==> src/rtl/cr_wr_sched.sv <==
// Round-robin, field-masked write scheduler for the 32-bit condition register.
// Build option: define CR_WR_MERGE_EN to fold disjoint-mask requests into the same write.
module cr_wr_sched #(
  parameter int unsigned NREQ  = 4,
  parameter int unsigned PTR_W = 2
) (
  input  logic                 clk,
  input  logic                 rst_n,
  input  logic                 stall,
  input  logic [NREQ-1:0]      req_valid,
  input  logic [8*NREQ-1:0]    req_fmask,
  input  logic [32*NREQ-1:0]   req_data,
  output logic [NREQ-1:0]      req_ready,
  input  logic [31:0]          cr_rd,
  output logic                 cr_wr,
  output logic [31:0]          cr_wd,
  output logic [7:0]           busy_fmask
);

  localparam logic [PTR_W:0] NREQ_W = (PTR_W+1)'(NREQ);

  // Requester k is the big-endian slice k, i.e. the k-th group counted from the MSB.
  logic        vld [NREQ];
  logic [7:0]  fm  [NREQ];
  logic [31:0] dat [NREQ];

  logic [PTR_W-1:0] ptr_q, ptr_d;
  logic             cr_wr_q, cr_wr_d;
  logic [31:0]      cr_wd_q, cr_wd_d;
  logic [7:0]       busy_q, busy_d;

  logic             found, grant_any;
  logic [PTR_W-1:0] prim, idx;
  logic [NREQ-1:0]  gnt;
  logic [7:0]       acc_f;
  logic [31:0]      mu, du, base;

  function automatic logic [PTR_W-1:0] wrap_add(input logic [PTR_W-1:0] a,
                                                input logic [PTR_W:0]   b);
    logic [PTR_W:0] s;
    s = {1'b0, a} + b;
    if (s >= NREQ_W) s = s - NREQ_W;
    return s[PTR_W-1:0];
  endfunction

  // Field i (big-endian) is CR bits 4i..4i+3, so little-endian mask bit j covers bits 4j+3:4j.
  function automatic logic [31:0] expand(input logic [7:0] f);
    logic [31:0] m;
    m = '0;
    for (int unsigned j = 0; j < 8; j++) m[4*j +: 4] = {4{f[j]}};
    return m;
  endfunction

  always_comb begin
    for (int unsigned k = 0; k < NREQ; k++) begin
      vld[k] = req_valid[NREQ-1-k];
      fm[k]  = req_fmask[8*(NREQ-1-k) +: 8];
      dat[k] = req_data[32*(NREQ-1-k) +: 32];
    end
  end

  always_comb begin
    found = 1'b0;
    prim  = '0;
    idx   = '0;
    for (int unsigned off = 0; off < NREQ; off++) begin
      idx = wrap_add(ptr_q, (PTR_W+1)'(off));
      if (!found && vld[idx]) begin
        found = 1'b1;
        prim  = idx;
      end
    end
    grant_any = found & ~stall;
    gnt   = '0;
    acc_f = '0;
    if (grant_any) begin
      gnt[prim] = 1'b1;
      acc_f     = fm[prim];
    end
`ifdef CR_WR_MERGE_EN
    if (grant_any) begin
      for (int unsigned off = 1; off < NREQ; off++) begin
        idx = wrap_add(prim, (PTR_W+1)'(off));
        if (vld[idx] && ((fm[idx] & acc_f) == 8'h00)) begin
          gnt[idx] = 1'b1;
          acc_f    = acc_f | fm[idx];
        end
      end
    end
`endif
  end

  always_comb begin
    for (int unsigned k = 0; k < NREQ; k++) req_ready[NREQ-1-k] = gnt[k];
  end

  // A pending write lands this cycle, so cr_rd is stale and the merge base is cr_wd.
  always_comb begin
    mu = expand(acc_f);
    du = '0;
    for (int unsigned k = 0; k < NREQ; k++) begin
      if (gnt[k]) du = du | (dat[k] & expand(fm[k]));
    end
    base    = cr_wr_q ? cr_wd_q : cr_rd;
    cr_wr_d = grant_any & (acc_f != 8'h00);
    cr_wd_d = cr_wr_d ? ((base & ~mu) | (du & mu)) : cr_wd_q;
    busy_d  = cr_wr_d ? acc_f : '0;
    ptr_d   = grant_any ? wrap_add(prim, (PTR_W+1)'(1)) : ptr_q;
  end

  always_ff @(posedge clk or negedge rst_n) begin
    if (!rst_n) begin
      ptr_q   <= '0;
      cr_wr_q <= 1'b0;
      cr_wd_q <= '0;
      busy_q  <= '0;
    end else begin
      ptr_q   <= ptr_d;
      cr_wr_q <= cr_wr_d;
      cr_wd_q <= cr_wd_d;
      busy_q  <= busy_d;
    end
  end

  assign cr_wr      = cr_wr_q;
  assign cr_wd      = cr_wd_q;
  assign busy_fmask = busy_q;

endmodule

==> config.mk <==
export PLATFORM = sky130hd
export DESIGN_NAME = cr_wr_sched
export DESIGN_NICKNAME = d
export VERILOG_FILES = /design/src/rtl/cr_wr_sched.sv
export SDC_FILE = /design/constraint.sdc
export NUM_CORES = 1
export LEC_CHECK = 0
export CAP_MARGIN = 20
export CORE_UTILIZATION = 33
export CTS_CLUSTER_DIAMETER = 150
export CTS_CLUSTER_SIZE = 30
export DETAILED_ROUTE_END_ITERATION = 10
export PLACE_DENSITY = 0.9
export RECOVER_POWER = 25
export SETUP_SLACK_MARGIN = 0.1
export SYNTH_ARGS = -nofsm -noshare
export SYNTH_HDL_FRONTEND = slang
export SYNTH_SLANG_ARGS = --single-unit
export TNS_END_PERCENT = 5
==> constraint.sdc <==
create_clock -name clk -period 2.85 [get_ports clk]
set_input_delay 0.57 -clock clk [delete_from_list [all_inputs] [get_ports clk]]
set_output_delay 0.57 -clock clk [all_outputs]
set_load 0.02 [all_outputs]
# Word level (Yosys, flattened, before mapping)
# Cells that the tools add are included.
# word_totals
ff_bits,43
out_inout_bits,45
elab_cells,90
inputBits,199
# classes
muxes,38
n_addsub,9
n_lt_le_gt_ge,12
reduce_logical,8
bitwise_logic,19
# ops
cell,count
$and A32 B32 Y32,6
$mux W32,5
$or A32 B32 Y32,4
$mux W8,4
$not A32 Y32,1
$ge A3 B3 Y1 const B,9
$mux W2,9
$bmux W8 S2,1
$not A2 Y3,5
$mux W1,13
$sub A2 B1 Y2 const B,5
$bmux W1 S2,4
$reduce_bool A8 Y1,1
$add A2 B1 Y3 const B,2
$add A2 B2 Y3 const B,2
$logic_and A1 B1 Y1,4
$mux W4,1
$ge A2 B3 Y1 const B,1
$logic_not A1 Y1,3
$lt A2 B3 Y1 const B,1
$and A1 B1 Y1,2
$demux W1 S2,1
$ge A2 B1 Y1 const B,1
$not A1 Y1,1

# Logic depth before layout (Yosys ltp)
# depth
depth_word,30
mapped_depth,15
ltp_nobuf,11

# Least setup slack after synthesis
# OpenSTA, ideal clock, no wires.
# synth_timing
kind,input -> register
start,input req_valid[2]
end,register with a tool-made name
n_path_buf,2
t_arrival_ns,2.807
stages,12
slack_ns,-0.036
t_required_ns,2.771
setup_ns,0.079
path_cell_list,mux2i_1 and2_0 or3_1 buf_6 clkinv_8 ha_1 nor3b_1 clkbuf_1 nand3_1 a41oi_1 a31oi_1 mux2i_1
# synth_lines
element,line,source
from (decl),10,"input logic [NREQ-1:0] req_valid,"

# Final worst setup path
# layout_timing
start,input req_valid[1]
end,output req_ready[0]
# layout_via
elab_chain_len,18
word_cells_on_any_way,33
cone_classes,order compare: 2; mux: 23; bitwise: 1; reduce/logical: 7
# layout_rtl
element,line,source
$bmux W1 S2,68,if (!found && vld[idx]) begin
$mux W1 (not written as such) (2 in series),68,
$mux W1,68,
$logic_not A1 Y1,68,
$logic_and A1 B1 Y1,68,
$mux W1,68,
$logic_not A1 Y1,68,
$logic_and A1 B1 Y1,68,
$mux W1,68,
$logic_not A1 Y1,68,
$logic_and A1 B1 Y1,68,
$mux W2,68,
$lt A2 B3 Y1 (not written as such) / $ge A2 B1 Y1 (equally long branches),77,gnt[prim] = 1'b1;
$logic_and A1 B1 Y1 (not written as such),77,
$mux W1 (not written as such),77,
$demux W1 S2,77,
$mux W4 *,76,if (grant_any) begin
to (decl),13,"output logic [NREQ-1:0] req_ready,"
# Mark *: on every way between the ends. The rest lies on a longest branch, timed or not. The select of a mux whose other input is x is not followed.

==> results.txt <==
Outcome = finished with violations
Failing checks = max-capacitance violations, max-slew violations
Slew Limit Fails = 40
Final Setup Violations = 0
Yosys cell types = 37
Hpwl dp = 12140 um
Via density = 5.528
Relative slew slack = -24.53%
Fmax achieved = 369.4 MHz
First drt pass iteration count = 4
Synth Register Bits = 43
Top-count cell post-synth = nand3_1
Synth top area share = 28.89%
PortBufs = 243
Hold WC Path Type = primary input to async pin
WL/cell = 18.87 um
Crit path max-delay family = simple AND/OR/NAND/NOR gates
Synthesized area per cell = 9.019 um^2
Synth top area cells = dfrtp_1, nand3_1, mux2i_1
Placed Area = 6507 um^2
Crit path DAT = 2.14 ns
NumNets Final = 884
WS Path Type = primary input to output port
Static Leak = 2.754 nW
Worst path bufs/invs = 3
I/O pins = 244
Syn Nets = 616
Via Count = 4544
Routability cong. = 0.8713
Largest net degree at the start of global routing = 44
Tmin final = 2.707 ns
Setup TNS = 0 ns
Initial antenna violation count = 0
Critical path, cell by cell = dlygate4sd2_1, and2_0, or3_4, clkinv_8, ha_1, nor3b_2, clkdlybuf4s15_2
CTS tree = built
Layout area overhead = 83.64%
Max stage delay on crit path = 0.43 ns
Clk Tree Root Cell = clkbuf_16
Synth Cell Area = 3725 um^2
Fin area = 6840 um^2
Area leader, netlist = dfrtp_1
FP Rows = 38
Post-Synthesis Cells = 413
Worst slew pin tran = 1.868 ns
Final wirelength = 15510 um
Total of max-cap violations = 1
Cts bufs inserted = 5
Predominant post-synthesis flop cell = dfrtp_1
CP max-delay cell = or3_4
Clk buf depth = 2
# diodes = 0
DR DRC count = 0
Unrepaired setup endpoints after global routing = true
Starting Density = 34.06%
Core area = 10940 um^2
CP Max Fanout = 4
Vias in the first global route = 4796
GRT overflow = 0
CTS H-Tree Depth = 2
Chip width = 108.2 um
Critical path endpoint category = output port
Fin util = 62.55%
Peak VDD IR = 0.3496 mV
Sink Count = 43
GRT Total Usage = 25.71%
Post-synth EDFFs = 0
Vert. Die Dim = 108.2 um
Starting DRC count in detailed routing = 291
Required @ worst endpoint = 2.28 ns
Synth warnings = 0
Fill count = 890
Post-route antenna net violation count = 0
Register area share after synthesis = 28.89%
Top cells by count, synth = nand3_1, dfrtp_1, mux2i_1, inv_1, mux2_4
PD cells = 677.3 nW/um^2
Ys async rst share = 100.0%
Clock transition at path regs = 0.06 ns
Layout cell share with drive strength beyond 1 = 16.86%
Clock Latency Late Sink = 0.28 ns
Die ar. = 11720 um^2
Final period utilization = 94.99%
Clock skew = 0.004993 ns
Count of final hold-check violations = 0
Design Power = 4.633 mW
Reg2Reg Setup Slack = 0.15 ns
First-pass GRT wire length = 23050 um
Startpoint types = primary input
==> metal layers <==
metal / vias up / share of wire [%] / GRT usage, % / wire length (um)
li1: 2088 / - / - / -
met1: 2164 / 37 / 26.51 / 5724
met2: 258 / 52 / 49.68 / 8094
met3: 34 / 8.5 / 5.666 / 1323
met4: 0 / 2.4 / 10.18 / 367
met5: - / 0 / 0 / 0
==> cell families (layout without fill, tap and decap cells) <==
kind of cell / count (synthesis) / in the layout / share of synthesized area [%]
AOI/OAI and AO/OA: 54 / 54 / 13.57
buffers and inverters: 55 / 324 / 7.121
adders and majority gates: 4 / 4 / 1.344
DFF: 43 / 43 / 28.89
and+or+nand+nor: 187 / 187 / 27.14
muxes: 70 / 70 / 21.94
==> worst reg2reg max path: cells and delay by family (launching register included) <==
kind | cells | cell delay (ns)
flops | 1 | 0.40
buf+inv | 3 | 0.51
compound gates | 3 | 0.69
mux | 3 | 0.82
simple gates | 2 | 0.18
==> cells in the final DEF, fill, tap and decap left out, types with 5 or more instances in the layout <==
master             n
dfrtp_1           43
nand3_1          128
nor2b_1           12
mux2_2            13
a41oi_1           16
clkbuf_16          5
inv_1             27
mux2i_1           30
a21oi_1            6
clkdlybuf4s50_1  234
nand2b_1           5
buf_4             33
a31oi_1           16
nand4_1           16
buf_12             5
mux2_4            20
nand2_1            7
==> path summary, 6_finish.rpt <==
| check | from | to | cells after the start |
|---|---|---|---|
| min in group clk | flop | flop | 1 |
| setup reg to reg | ptr_q[1]$_DFFE_PN0P_ | flop | 11 |
| max in group asynchronous | rst_n | ptr_q[0]$_DFFE_PN0P_ | 2 |
| hold reg to reg | flop | flop | 1 |
| hold / removal | rst_n | busy_fmask[4]$_DFF_PN0_ | 1 |
| setup / recovery | req_valid[1] | req_ready[0] | 7 |
==> timing repair <==
action | 4_1_cts | 5_1_grt
hold buffers | 0 | 0
pin swaps | 8 | 8
setup endpoints to repair | 36 | 36
gates resized for setup | 34 | 10
buffers inserted | 3 | 4
==> through the flow <==
stage	instances	setup WS [ns]	hold WS (ns)
after detailed placement	806	-0.5371	0.5031
after global routing	822	0.02531	0.1240
after floorplan	413	0.01673	0.2744
after global placement	806	-0.5172	0.4979
final	822	0.1428	0.1115
after CTS	817	0.1085	0.4953
==> report_power, final <==
group / switching [mW] / internal [mW] / leakage (nW)
sequential: 0.168 / 0.845 / 0.567
combinational: 1.43 / 1.58 / 2.11
clock: 0.237 / 0.373 / 0.0761
==> layout make-up <==
type / count / area [um^2] / area share, %
flip-flops and latches: 43 / 1076 / 15.73
repair buffers: 287 / 2829 / 41.36
clock buffers: 7 / 152.6 / 2.232
inverters: 29 / 121.4 / 1.774
multi-input cells: 315 / 2479 / 36.24
clock inverters: 1 / 7.507 / 0.1097
well taps: 140 / 175.2 / 2.561
(Power assumes the default switching activity.)
